`config.mk`:
```
export PLATFORM = sky130hd
export DESIGN_NAME = pipe_ctrl_flat
export DESIGN_NICKNAME = d
export VERILOG_FILES = /design/src/rtl/pipe_ctrl_if.sv /design/src/rtl/pipe_ctrl.sv /design/src/flat_wrapper.sv
export SDC_FILE = /design/constraint.sdc
export NUM_CORES = 1
export LEC_CHECK = 0
export CORE_MARGIN = 8
export CORE_UTILIZATION = 40
export CTS_CLUSTER_DIAMETER = 150
export DETAILED_ROUTE_END_ITERATION = 7
export HOLD_SLACK_MARGIN = 0.1
export PLACE_DENSITY_LB_ADDON = 0.2
export SYNTH_ARGS = -nofsm -noshare
export SYNTH_HDL_FRONTEND = slang
export SYNTH_SLANG_ARGS = --single-unit
```
`constraint.sdc`:
```
create_clock -name clk -period 2.6 [get_ports clk]
set_clock_uncertainty 0.05 [all_clocks]
set_input_delay 0.39 -clock clk [delete_from_list [all_inputs] [get_ports clk]]
set_output_delay 0.39 -clock clk [all_outputs]
set_load 0.01 [all_outputs]
```
`src/rtl/pipe_ctrl_if.sv`:
```
// pipe_ctrl_if: request/response bundle between a pipeline and its stall/flush controller.
//
// Signals (master = pipeline side, slave = controller side):
//   pause_req   [STAGES]  master->slave  level; bit i sets stage i's sticky pause
//   unpause_req [STAGES]  master->slave  bit i clears stage i's sticky pause
//   flush_req   [STAGES]  master->slave  bit k flushes every stage younger than k
//   timer_load            master->slave  one-cycle pulse starting a timed global pause
//   timer_val   [CW]      master->slave  timed-pause length, sampled with timer_load
//   stall       [STAGES]  slave->master  stage i holds its contents this cycle
//   flush       [STAGES]  slave->master  stage i is invalidated this cycle
//   state       [2]       slave->master  00 RUN, 01 HOLD, 10 TIMED, 11 FLUSH
//
// Handshake: there is no valid/ready pair. Every request input is sampled on
// every rising clock edge, and every response is a registered level that is
// valid for the whole cycle following the edge that produced it.
interface pipe_ctrl_if #(
    parameter int STAGES = 5,
    parameter int CW     = 4
);
    logic [STAGES-1:0] pause_req;
    logic [STAGES-1:0] unpause_req;
    logic [STAGES-1:0] flush_req;
    logic              timer_load;
    logic [CW-1:0]     timer_val;
    logic [STAGES-1:0] stall;
    logic [STAGES-1:0] flush;
    logic [1:0]        state;

    modport master (
        output pause_req, unpause_req, flush_req, timer_load, timer_val,
        input  stall, flush, state
    );

    modport slave (
        input  pause_req, unpause_req, flush_req, timer_load, timer_val,
        output stall, flush, state
    );
endinterface

```
`src/rtl/pipe_ctrl.sv`:
```
// pipe_ctrl: pipeline stall/flush controller.
//
// Keeps a sticky pause bit per stage, a down-counter for timed global pauses
// and a one-cycle flush register. All outputs are decoded from those
// registers only, so no input reaches an output combinationally.
//
// Ports:
//   clk  clock, all state updates on the rising edge
//   rst  asynchronous active-low reset
//   bus  pipe_ctrl_if.slave (requests in; stall, flush, state out)
//
// Stage 0 is the youngest (fetch) stage, STAGES-1 the oldest.
module pipe_ctrl #(
    parameter int STAGES = 5,
    parameter int CW     = 4
) (
    input  logic       clk,
    input  logic       rst,
    pipe_ctrl_if.slave bus
);

    typedef enum logic [1:0] {
        ST_RUN   = 2'b00,
        ST_HOLD  = 2'b01,
        ST_TIMED = 2'b10,
        ST_FLUSH = 2'b11
    } state_e;

    logic [STAGES-1:0] held_q, held_d;
    logic [STAGES-1:0] flush_q, flush_d;
    logic [CW-1:0]     cnt_q, cnt_d;
    logic [STAGES-1:0] younger;     // stage i lies below the highest flush request
    logic [STAGES-1:0] stall_c;
    state_e            state_c;

    // younger[i] is set when some flush_req[k] with k>i is set, i.e. i<kmax.
    // flush_req[0] has no younger stage, so it never marks anything here.
    always_comb begin
        logic acc;
        acc     = 1'b0;
        younger = '0;
        for (int i = STAGES - 1; i >= 0; i--) begin
            younger[i] = acc;
            acc        = acc | bus.flush_req[i];
        end
    end

    // Flush beats unpause, unpause beats pause, otherwise the bit is sticky.
    always_comb begin
        held_d = held_q;
        for (int i = 0; i < STAGES; i++) begin
            if (younger[i])
                held_d[i] = 1'b0;
            else if (bus.unpause_req[i])
                held_d[i] = 1'b0;
            else if (bus.pause_req[i])
                held_d[i] = 1'b1;
        end
    end

    assign flush_d = younger;

    // Any flush bit, including bit 0, cancels the timed pause.
    always_comb begin
        cnt_d = cnt_q;
        if (|bus.flush_req)
            cnt_d = '0;
        else if (bus.timer_load)
            cnt_d = bus.timer_val;
        else if (cnt_q != '0)
            cnt_d = cnt_q - CW'(1);
    end

    always_ff @(posedge clk or negedge rst) begin
        if (!rst) begin
            held_q  <= '0;
            flush_q <= '0;
            cnt_q   <= '0;
        end else begin
            held_q  <= held_d;
            flush_q <= flush_d;
            cnt_q   <= cnt_d;
        end
    end

    // An older held stage stalls every younger stage; a running timer stalls
    // all of them; a stage being flushed is never stalled.
    always_comb begin
        logic older;
        older   = 1'b0;
        stall_c = '0;
        for (int i = STAGES - 1; i >= 0; i--) begin
            older      = older | held_q[i];
            stall_c[i] = (older | (cnt_q != '0)) & ~flush_q[i];
        end
    end

    always_comb begin
        if (flush_q != '0)
            state_c = ST_FLUSH;
        else if (cnt_q != '0)
            state_c = ST_TIMED;
        else if (held_q != '0)
            state_c = ST_HOLD;
        else
            state_c = ST_RUN;
    end

    assign bus.stall = stall_c;
    assign bus.flush = flush_q;
    assign bus.state = state_c;

endmodule

```
`src/flat_wrapper.sv`:
```
// flat-port wrapper written by rule: the top's interface ports become plain ports
module pipe_ctrl_flat 
#(
    parameter int STAGES = 5,
    parameter int CW     = 4
)
  (clk, rst, bus_pause_req, bus_unpause_req, bus_flush_req, bus_timer_load, bus_timer_val, bus_stall, bus_flush, bus_state);
  pipe_ctrl_if #(.STAGES(STAGES), .CW(CW)) bus_i ();
  input  logic clk;
  input  logic rst;
  input wire logic [$bits(bus_i.pause_req)-1:0] bus_pause_req;
  input wire logic [$bits(bus_i.unpause_req)-1:0] bus_unpause_req;
  input wire logic [$bits(bus_i.flush_req)-1:0] bus_flush_req;
  input wire logic [$bits(bus_i.timer_load)-1:0] bus_timer_load;
  input wire logic [$bits(bus_i.timer_val)-1:0] bus_timer_val;
  output wire logic [$bits(bus_i.stall)-1:0] bus_stall;
  output wire logic [$bits(bus_i.flush)-1:0] bus_flush;
  output wire logic [$bits(bus_i.state)-1:0] bus_state;
  assign bus_i.pause_req = bus_pause_req;
  assign bus_i.unpause_req = bus_unpause_req;
  assign bus_i.flush_req = bus_flush_req;
  assign bus_i.timer_load = bus_timer_load;
  assign bus_i.timer_val = bus_timer_val;
  assign bus_stall = bus_i.stall;
  assign bus_flush = bus_i.flush;
  assign bus_state = bus_i.state;
  pipe_ctrl #(.STAGES(STAGES), .CW(CW)) u_core (.clk(clk), .rst(rst), .bus(bus_i));
endmodule
```
==> impl_results.md <==
* Status: finished clean
* Antenna Cells at 0
* Sink Count at 13
* Final #Nets at 128
* Initial antenna violation count at 0
* Port Buffers at 32
* Hold Vio Cnt, Final at 0
* VDD IR max at 0.319 mV
* Depth of the most critical reg-to-reg path at 6
* Starting density of the core at 0.424
* Post-synthesis sequential area ratio at 0.510
* Max-slew violations at 0
* Die Wd at 55.9 µm
* Lkg Pwr at 0.000458 µW
* Critical Path Max Stage Delay at 0.42 ns
* Worst r2r src: u_core.cnt_q[0]$_DFFE_PN0P_
* Final setup viols at 0
* RSZ-0062 raised after global routing: no
* Top cells by area, synth: dfrtp_1 51%, nor3_1 8.6%, nor2_1 7.1%
* Max cap viols at 0
* First-pass GRT wire length at 2930 µm
* Reg-to-reg endpoint: u_core.cnt_q[0]$_DFFE_PN0P_
* CTS Buf Count at 3
* Syn-to-layout area delta at 59.6%
* Reg clk slew, reported paths at 0.08 ns
* Peak Freq at 0.406 GHz
* Slew of the pin with the lowest slew margin at 0.571 ns
* Post-route cell area at 1020 µm²
* Placed inst area at 973 µm²
* Worst EP arrival at 2.02 ns
* Asr flop ratio synth at 1.00
* Crit-path slowest cell: or3b_4
* Cells after synthesis at 68
* Root buffer cell: clkbuf_4
* Initial DRC count at 13
* Final ANT Viol Nets at 0
* Mapped cell area at 638 µm²
* Fillers at 122
* Total GRT Usage at 0.116
* H-tree level count at 1
* Fin crit period at 2.46 ns
* Largest net degree at the start of global routing at 14
* Cell variety after synth at 27
* Period utilisation layout at 0.946
* Fraction of layout cells with a size suffix above 1 at 0.125
* DRC at 0
* CP cell instances: inv_1 > ha_2 > or3b_4 > nor3_1 > nor2_1 > dlygate4sd2_1
* Cell with the most instances after synthesis: dfrtp_1
* Setup crit start kind: register
* Vias at 621
* # IOs at 34
* Worst EP required at 2.16 ns
* Syn_nets at 91
* Pre-Repair DR Iteration Count at 4
* Routed WL at 1710 µm
* Setup Crit Path Kind: register to primary output
* Max_slew headroom at 0.618
* Cts hold-fix bufs at 0
* GPL Wtd Cong at 0.726
* CP endpoint kind: primary output
* Core ar. at 1510 µm²
* Worst skew pair latency at 0.27 ns
* Yosys warnings at 0
* HPWL Detailed at 1380 µm
* Vias in the first global route at 633
* Top_reg_cell synth: dfrtp_1
* Wire per inst at 14.2 µm
* Vias per cell at 5.18
* R2r setup slk at 0.93 ns
* Maximum fanout along the worst path at 5
* Synth Register Bits at 13
* DIE HEIGHT at 55.9 µm
* Critical path origin: u_core.cnt_q[0]$_DFFE_PN0P_
* TritonCTS clock tree: built
* Post-synth EDFFs at 0
* GRT Residual Overflow at 0
* Full die area at 3130 µm²
* Hold Path Class: input port to async pin
* Total negative slack at 0 ns
* CTS Buffer Depth at 2
* Mean post-synth cell area at 9.38 µm²
* Dominant cell type by area after synthesis: dfrtp_1
* Cell area power density at 409 nW/µm²
* Std cell rows at 14
* Top cells by instance count after synthesis: 13 x dfrtp_1, 12 x nor2_1, 11 x nor3_1
* Top cell type's share of synthesized area at 0.510
[worst max path at each step]
stage,to,slack (ns)
finish,bus_stall[1],0.14
global route,bus_stall[4],0.05
CTS,bus_stall[0],0.07
detailed placement,bus_state[0],0.20
global placement,bus_state[0],0.24
floorplan,bus_state[0],0.73
[area by class of cell]
type,instances,area [µm²],share of cell area
clock buffer,3,22.5,0.0221
clock inverter,1,5.00,0.00491
inverter,2,7.51,0.00737
multi-input combinational,51,300,0.295
sequential,13,325,0.319
tap,16,20.0,0.0197
timing repair buffer,34,338,0.332
[state kept, by name, indices dropped and copies added, names as in the netlist]
register	flops
u_core.cnt_q	4
u_core.held_q	5
u_core.bus.flush	4
[kinds of logic (layout without fill, tap and decap cells)]
group,count (synthesis),count (layout),share of synthesized area
buffers and inverters,4,40,0.0314
DFF,13,13,0.510
and+or+nand+nor,40,40,0.337
muxes,1,1,0.0157
other,1,1,0.00588
AOI/OAI and AO/OA,8,8,0.0804
adders and majority gates,1,1,0.0196
[per-stage QoR]
step	worst slack, ns	instances	total power [µW]	hold WS, ns	util
floorplan	0.725	68	242	0.0444	-
global placement	0.236	115	295	0.479	0.646
detailed placement	0.201	115	296	0.493	0.646
CTS	0.0690	119	428	0.439	0.668
global route	0.0504	120	449	0.468	0.676
finish	0.140	120	417	0.425	0.676
[cell usage in the layout (no fill, tap or decap), drive strengths merged]
cell,instances
nor2,12
a211oi,1
conb,1
clkinv,1
nor3b,1
dlymetal6s2s,2
or3b,1
a21o,1
inv,2
a21oi,3
or3,2
o21ai,1
clkdlybuf4s50,28
nand2b,2
nor3,11
dfrtp,13
or2,2
mux2i,1
nor4,2
nand2,2
buf,2
dlygate4sd2,2
nand3b,1
nor2b,3
or4,1
o21a,1
ha,1
clkbuf,3
o31a,1
[critical path: cells and delay by family (launching register included)]
family	cells	cell delay [ns]
buf+inv	2	0.38
simple gates	3	0.74
fa+ha+maj	1	0.21
flops	1	0.41
[power breakdown]
group	switching, µW	internal, µW
Combinational	29.8	50.2
Sequential	5.11	208
Clock	67.0	57.1
[layer usage]
| metal | global-route usage | routed length (µm) | up-vias | part of all wire |
|---|---|---|---|---|
| met1 | 0.121 | 675 | 283 | 0.40 |
| met5 | 0 | 0 | - | 0 |
| met2 | 0.196 | 862 | 29 | 0.50 |
| li1 | - | - | 307 | - |
| met3 | 0.0731 | 153 | 2 | 0.090 |
| met4 | 0.0206 | 15 | 0 | 0.0088 |
[repair_timing]
| action | in CTS | in global routing |
|---|---|---|
| setup buffers | 0 | 1 |
| gates resized for setup | 5 | 2 |
| setup endpoints to repair | 4 | 2 |
Power figures use the tool's default switching activity.
